**src/rtl/twos_to_bipolar_stream.sv**
```systemverilog
// Streaming two's-complement to bipolar (p/n magnitude) converter for CIM wordline drive.
// Delivers each accepted vector as one parallel beat or as B_eff LSB-first serial beats.
module twos_to_bipolar_stream #(
  parameter int inBits   = 8,
  parameter int numLanes = 32
) (
  input  logic                         clk,
  input  logic                         nrst,
  input  logic                         in_valid,
  output logic                         in_ready,
  input  logic [numLanes*inBits-1:0]   twos,
  input  logic [3:0]                   input_bits,
  input  logic                         serial_mode,
  output logic                         out_valid,
  input  logic                         out_ready,
  output logic [numLanes*inBits-1:0]   bipolar_p,
  output logic [numLanes*inBits-1:0]   bipolar_n,
  output logic [numLanes-1:0]          ser_p,
  output logic [numLanes-1:0]          ser_n,
  output logic [3:0]                   out_bit_idx,
  output logic                         out_last,
  output logic [1:0]                   dbg_state
);

  // Handshake: a vector transfers on a cycle where in_valid && in_ready; an output
  // beat transfers where out_valid && out_ready. Nothing else moves the pipeline.

  localparam int W1 = inBits + 1;
  localparam int LW = numLanes * inBits;

  typedef enum logic [1:0] {
    IDLE = 2'd0,
    PAR  = 2'd1,
    SER  = 2'd2
  } state_t;

  state_t               state_q, state_d;
  logic                 out_valid_q, out_valid_d;
  logic                 out_last_q, out_last_d;
  logic [3:0]           bit_idx_q, bit_idx_d;
  logic [4:0]           beff_q, beff_d;
  logic [LW-1:0]        bipolar_p_q, bipolar_p_d;
  logic [LW-1:0]        bipolar_n_q, bipolar_n_d;
  logic [numLanes-1:0]  ser_p_q, ser_p_d;
  logic [numLanes-1:0]  ser_n_q, ser_n_d;

  logic                 accept;
  logic [4:0]           bits_ext;
  logic [4:0]           beff_in;
  logic [W1-1:0]        pow;
  logic [W1-1:0]        lane_val;
  logic [LW-1:0]        conv_p, conv_n;
  logic [LW-1:0]        src_p, src_n;
  logic [3:0]           idx_next;
  logic [3:0]           sidx;
  logic [inBits-1:0]    tmp_p, tmp_n;
  logic [numLanes-1:0]  sel_p, sel_n;

  assign in_ready = !out_valid_q || (out_ready && out_last_q);
  assign accept   = in_valid && in_ready;
  assign bits_ext = {1'b0, input_bits};
  assign beff_in  = (bits_ext != 5'd0 && bits_ext <= 5'(inBits)) ? bits_ext : 5'(inBits);
  assign idx_next = bit_idx_q + 4'd1;

  // Sign-extend-free conversion: negative magnitude is 2^B_eff minus the raw field,
  // which yields 2^(B_eff-1) for the most negative code without overflow.
  always_comb begin
    pow      = W1'(1) << beff_in;
    lane_val = '0;
    conv_p   = '0;
    conv_n   = '0;
    for (int i = 0; i < numLanes; i++) begin
      lane_val = {1'b0, twos[i*inBits +: inBits]} & (pow - W1'(1));
      if ((lane_val & (pow >> 1)) != '0) begin
        conv_n[i*inBits +: inBits] = inBits'(pow - lane_val);
      end else begin
        conv_p[i*inBits +: inBits] = lane_val[inBits-1:0];
      end
    end
  end

  // Serial bit for the beat being loaded: bit 0 of new data, or bit k+1 of held data.
  always_comb begin
    src_p = accept ? conv_p : bipolar_p_q;
    src_n = accept ? conv_n : bipolar_n_q;
    sidx  = accept ? 4'd0 : idx_next;
    tmp_p = '0;
    tmp_n = '0;
    sel_p = '0;
    sel_n = '0;
    for (int i = 0; i < numLanes; i++) begin
      tmp_p    = src_p[i*inBits +: inBits] >> sidx;
      tmp_n    = src_n[i*inBits +: inBits] >> sidx;
      sel_p[i] = tmp_p[0];
      sel_n[i] = tmp_n[0];
    end
  end

  always_comb begin
    state_d     = state_q;
    out_valid_d = out_valid_q;
    out_last_d  = out_last_q;
    bit_idx_d   = bit_idx_q;
    beff_d      = beff_q;
    bipolar_p_d = bipolar_p_q;
    bipolar_n_d = bipolar_n_q;
    ser_p_d     = ser_p_q;
    ser_n_d     = ser_n_q;
    if (accept) begin
      state_d     = serial_mode ? SER : PAR;
      out_valid_d = 1'b1;
      out_last_d  = serial_mode ? (beff_in == 5'd1) : 1'b1;
      bit_idx_d   = 4'd0;
      beff_d      = beff_in;
      bipolar_p_d = conv_p;
      bipolar_n_d = conv_n;
      ser_p_d     = serial_mode ? sel_p : '0;
      ser_n_d     = serial_mode ? sel_n : '0;
    end else if (out_valid_q && out_ready) begin
      if (out_last_q) begin
        state_d     = IDLE;
        out_valid_d = 1'b0;
        out_last_d  = 1'b0;
        bit_idx_d   = 4'd0;
        ser_p_d     = '0;
        ser_n_d     = '0;
      end else begin
        bit_idx_d  = idx_next;
        out_last_d = ({1'b0, idx_next} == beff_q - 5'd1);
        ser_p_d    = sel_p;
        ser_n_d    = sel_n;
      end
    end
  end

  always_ff @(posedge clk or negedge nrst) begin
    if (!nrst) begin
      state_q     <= IDLE;
      out_valid_q <= 1'b0;
      out_last_q  <= 1'b0;
      bit_idx_q   <= 4'd0;
      beff_q      <= 5'd0;
      bipolar_p_q <= '0;
      bipolar_n_q <= '0;
      ser_p_q     <= '0;
      ser_n_q     <= '0;
    end else begin
      state_q     <= state_d;
      out_valid_q <= out_valid_d;
      out_last_q  <= out_last_d;
      bit_idx_q   <= bit_idx_d;
      beff_q      <= beff_d;
      bipolar_p_q <= bipolar_p_d;
      bipolar_n_q <= bipolar_n_d;
      ser_p_q     <= ser_p_d;
      ser_n_q     <= ser_n_d;
    end
  end

  assign out_valid   = out_valid_q;
  assign out_last    = out_last_q;
  assign out_bit_idx = bit_idx_q;
  assign bipolar_p   = bipolar_p_q;
  assign bipolar_n   = bipolar_n_q;
  assign ser_p       = ser_p_q;
  assign ser_n       = ser_n_q;
  assign dbg_state   = state_q;

endmodule

```
**config.mk**
```make
export PLATFORM = sky130hd
export DESIGN_NAME = twos_to_bipolar_stream
export DESIGN_NICKNAME = d
export VERILOG_FILES = /design/src/rtl/twos_to_bipolar_stream.sv
export SDC_FILE = /design/constraint.sdc
export NUM_CORES = 2
export LEC_CHECK = 0
export BUFFER_PORTS_ARGS = -buffer_cell sky130_fd_sc_hd__clkbuf_2
export CAP_MARGIN = 20
export CORE_AREA = 2 2 333 335
export DETAILED_ROUTE_END_ITERATION = 8
export DIE_AREA = 0 0 335 337
export GPL_ROUTABILITY_DRIVEN = 0
export GPL_TIMING_DRIVEN = 1
export SLEW_MARGIN = 20
export SYNTH_ARGS = -nofsm -noshare
export SYNTH_HDL_FRONTEND = slang
export SYNTH_SLANG_ARGS = --single-unit
export TNS_END_PERCENT = 30
```
**constraint.sdc**
```tcl
create_clock -name clk -period 4.5 [get_ports clk]
set_input_delay 0.675 -clock clk [delete_from_list [all_inputs] [get_ports clk]]
set_output_delay 0.675 -clock clk [all_outputs]
set_load 0.01 [all_outputs]
```
==> flow_summary_export.csv <==
group,metric,value,unit
logic_synthesis,ys_seq_area_share,37.9,%
power,cellLeakagePower,22.3,nW
setup_path,cp_common_cell,"buf_4",
logic_synthesis,synthCells,4673,
setup_path,cp_slowest_stage_delay,0.59,ns
min_path,worst_hold_path_type,"primary input to asynchronous set/reset pin",
timing,hold_viol,0,
die,rows,122,
drt,drc,0,
power,power.share.combinational,51.6,%
clock_tree,hold_buffers,0,
grt,antenna_found_initial,59,
timing,rsz0062_at_grt,"false",
clock_tree,htree_levels,3,
logic_synthesis,synth_common_cells,"824 x nand2_1, 588 x dfrtp_1, 451 x o21ai_0, 280 x nor2_1, 268 x a21oi_1",
clock_tree,numCtsBuffers,71,
job,max-cap-violations,0,
drt,via_count,45600,
setup_path,cp.arrival,4.22,ns
power,internal-power,16.4,mW
setup_path,critPathKind,"primary input to register",
setup_path,path_cells,"buf_4, buf_4, nand2_1, nor2_4, buf_4, a221o_1, o21ai_0, mux2_2, a211o_1, a32o_1",
power,p_clk_share,18.2,%
drt,wl,239000,um
die,io_pins,850,
clock_tree,clkSinkCount,588,
die,die_y,337,um
power,powerDensity,688,nW/um2
logic_synthesis,synthTopCellsByArea,"dfrtp_1 38%, nand2_1 8.0%, o21ai_0 5.8%",
power,ir_drop,0.478,mV
clock_tree,ctsResizeCount,0,
drt,drtPass1Iterations,7,
setup_path,worst-path-buf-inv,3,
finish,drive_gt1_share,24.4,%
finish,num-nets-final,5739,
place,io_buffers,849,
timing,worst_pin_slew,1.26,ns
drt,via_per_inst,6.58,
grt,grt_pass1_vias,42000,
logic_synthesis,synth_top_area_share,37.9,%
setup_path,startpoint_type,"primary input",
place,dp_hpwl,171000,um
drt,detail-route-antenna-nets,0,
die,die_area,113000,um2
die,start_util,35.5,%
logic_synthesis,synth.most_common_cell,"nand2_1",
drt,wl_per_cell,34.4,um
logic_synthesis,synth_edf_count,0,
drt,drt_iter0_drc,7090,
clock_tree,cts_tree,"yes",
finish,area_delta_synth_final,23.1,%
setup_path,path_max_fanout,40,
power,switching_power,16.5,mW
logic_synthesis,synth_nets,5005,
logic_synthesis,netlist_area,38900,um2
clock_tree,cts.clk_slew.worst_paths,0.06,ns
clock_tree,cts-root-buf,"clkbuf_16",
logic_synthesis,yosysWarningCount,0,
timing,layout_min_cycle_time,3.68,ns
grt,grt_pass1_wl,327000,um
setup_path,cp_slowest_cell,"buf_4",
logic_synthesis,synth_area_per_cell,8.32,um2
grt,grt_usage,40.6,%
clock_tree,postCtsSetupBuffers,0,
timing,slew_headroom,15.8,%
finish,fill_cells,11000,
die,die_w,335,um
logic_synthesis,ys_seq_elements,588,
timing,setup_tns,0,ns
timing,fin_crit_sh,81.7,%
grt,grt_start_max_net_pins,144,
grt,grt-ovfl-total,0,
setup_path,endpoint_kind,"register",
clock_tree,cts.path.max_buffers,3,
timing,finalSetupViolCount,0,
logic_synthesis,synth_top_flop_cell,"dfrtp_1",
timing,finalClockSkew,0.0195,ns
status,status,"complete, no violations",
power,power_frac_seq,30.2,%
clock_tree,clk_latency,0.68,ns
timing,drv_slew,0,
setup_path,crit_family,"buffers and inverters",
timing,max_clock_freq,0.272,GHz
power,swShare,50.1,%
logic_synthesis,ys_types,111,
finish,fin_util,43.7,%
die,core_area,110000,um2
setup_path,required,5.05,ns
logic_synthesis,synth.largest_area_cell,"dfrtp_1",
logic_synthesis,synth-async-reset-ratio,100,%
logic make-up (layout without fill, tap and decap cells):
family	after synthesis	in the layout	share of synthesized area, %
other	1	48	0.00965
buffers and inverters	459	1245	5.08
multiplexers	145	145	4.10
XOR/XNOR	167	167	3.76
flip-flops	588	588	37.9
AO/OA/AOI/OAI	1631	1631	28.4
adder cells (fa/ha/maj)	67	67	2.16
AND/OR/NAND/NOR	1615	1615	18.6
routing by layer:
metal	track usage, %	part of all wire (%)
met3	17.4	15
met1	50.4	37
met2	57.2	40
met5	0	0.093
met4	26.8	7.8
final cells by class:
class,instances,area [um2],share of cell area [%]
Clock inverter,26,231,0.484
Tap cell,1426,1780,3.73
Timing Repair Buffer,1056,6160,12.9
Antenna cell,47,118,0.246
Inverter,64,240,0.502
Clock buffer,99,2080,4.34
Multi-Input combinational cell,3626,22500,47.1
Sequential cell,588,14700,30.8
flip-flops by register name, summed over array words and instances, names as in the netlist:
| register | count |
|---|---|
| out_last | 1 |
| bipolar_p | 256 |
| ser_n | 32 |
| bipolar_n | 256 |
| out_bit_idx | 4 |
| dbg_state | 2 |
| ser_p | 32 |
| beff_q | 4 |
| out_valid | 1 |
worst paths after layout:
| kind | start | to | slack, ns | cells after the start |
|---|---|---|---|---|
| max in group asynchronous | nrst | bipolar_n[122] | 3.30 | 2 |
| worst min register to register | ser_p[9] | ser_p[9] | 0.49 | 2 |
| worst max register to register | out_last | ser_n[18] | 0.84 | 8 |
| worst min-delay path | nrst | ser_n[27] | 0.06 | 1 |
| min in group clk | in_valid | out_valid | 0.27 | 2 |
| worst max-delay path | input_bits[1] | ser_p[25] | 0.82 | 10 |
placed cells by master, fill, tap and decap left out, drive strengths merged, types with 21 or more instances in the layout:
| master | Yosys | routed |
|---|---|---|
| mux2i | 103 | 103 |
| a221oi | 34 | 34 |
| a22oi | 54 | 54 |
| a21oi | 270 | 270 |
| clkbuf | 221 | 945 |
| nand2b | 56 | 56 |
| mux2 | 34 | 34 |
| o221ai | 26 | 26 |
| nand3 | 181 | 181 |
| xor2 | 78 | 78 |
| o2111ai | 23 | 23 |
| a221o | 23 | 23 |
| o21ai | 488 | 488 |
| buf | 174 | 210 |
| nor3 | 45 | 45 |
| nor3b | 21 | 21 |
| a21o | 24 | 24 |
| a32o | 44 | 44 |
| o211ai | 69 | 69 |
| diode | 0 | 47 |
| a211o | 24 | 24 |
| ha | 67 | 67 |
| a211oi | 53 | 53 |
| dfrtp | 588 | 588 |
| and2 | 50 | 50 |
| a22o | 105 | 105 |
| nand4 | 41 | 41 |
| nand2 | 825 | 825 |
| inv | 64 | 67 |
| o31ai | 192 | 192 |
| nor2 | 289 | 289 |
| xnor2 | 89 | 89 |
| a31oi | 63 | 63 |
| and3 | 28 | 28 |
power groups by stage:
stage | clock, mW | combinational (mW) | sequential [mW]
floorplan | 0 | 7.42 | 9.87
global placement | 0 | 16.3 | 9.83
detailed placement | 0 | 16.4 | 9.87
CTS | 5.99 | 16.5 | 9.79
global route | 6.20 | 17.8 | 10.0
finish | 6.00 | 17.0 | 9.95
per-stage QoR:
stage	std cells	total power, mW	worst slack [ns]	instance area (um2)	hold WS [ns]
final	6932	32.9	0.823	47900	0.0633
after CTS	6885	32.3	0.931	47700	0.129
after global placement	6760	26.1	0.380	45400	0.465
after global routing	6917	34.1	0.734	47800	0.146
after floorplan	4673	17.3	0.596	38900	0.379
after detailed placement	6760	26.3	0.346	45400	0.475
(Power assumes the default switching activity.)
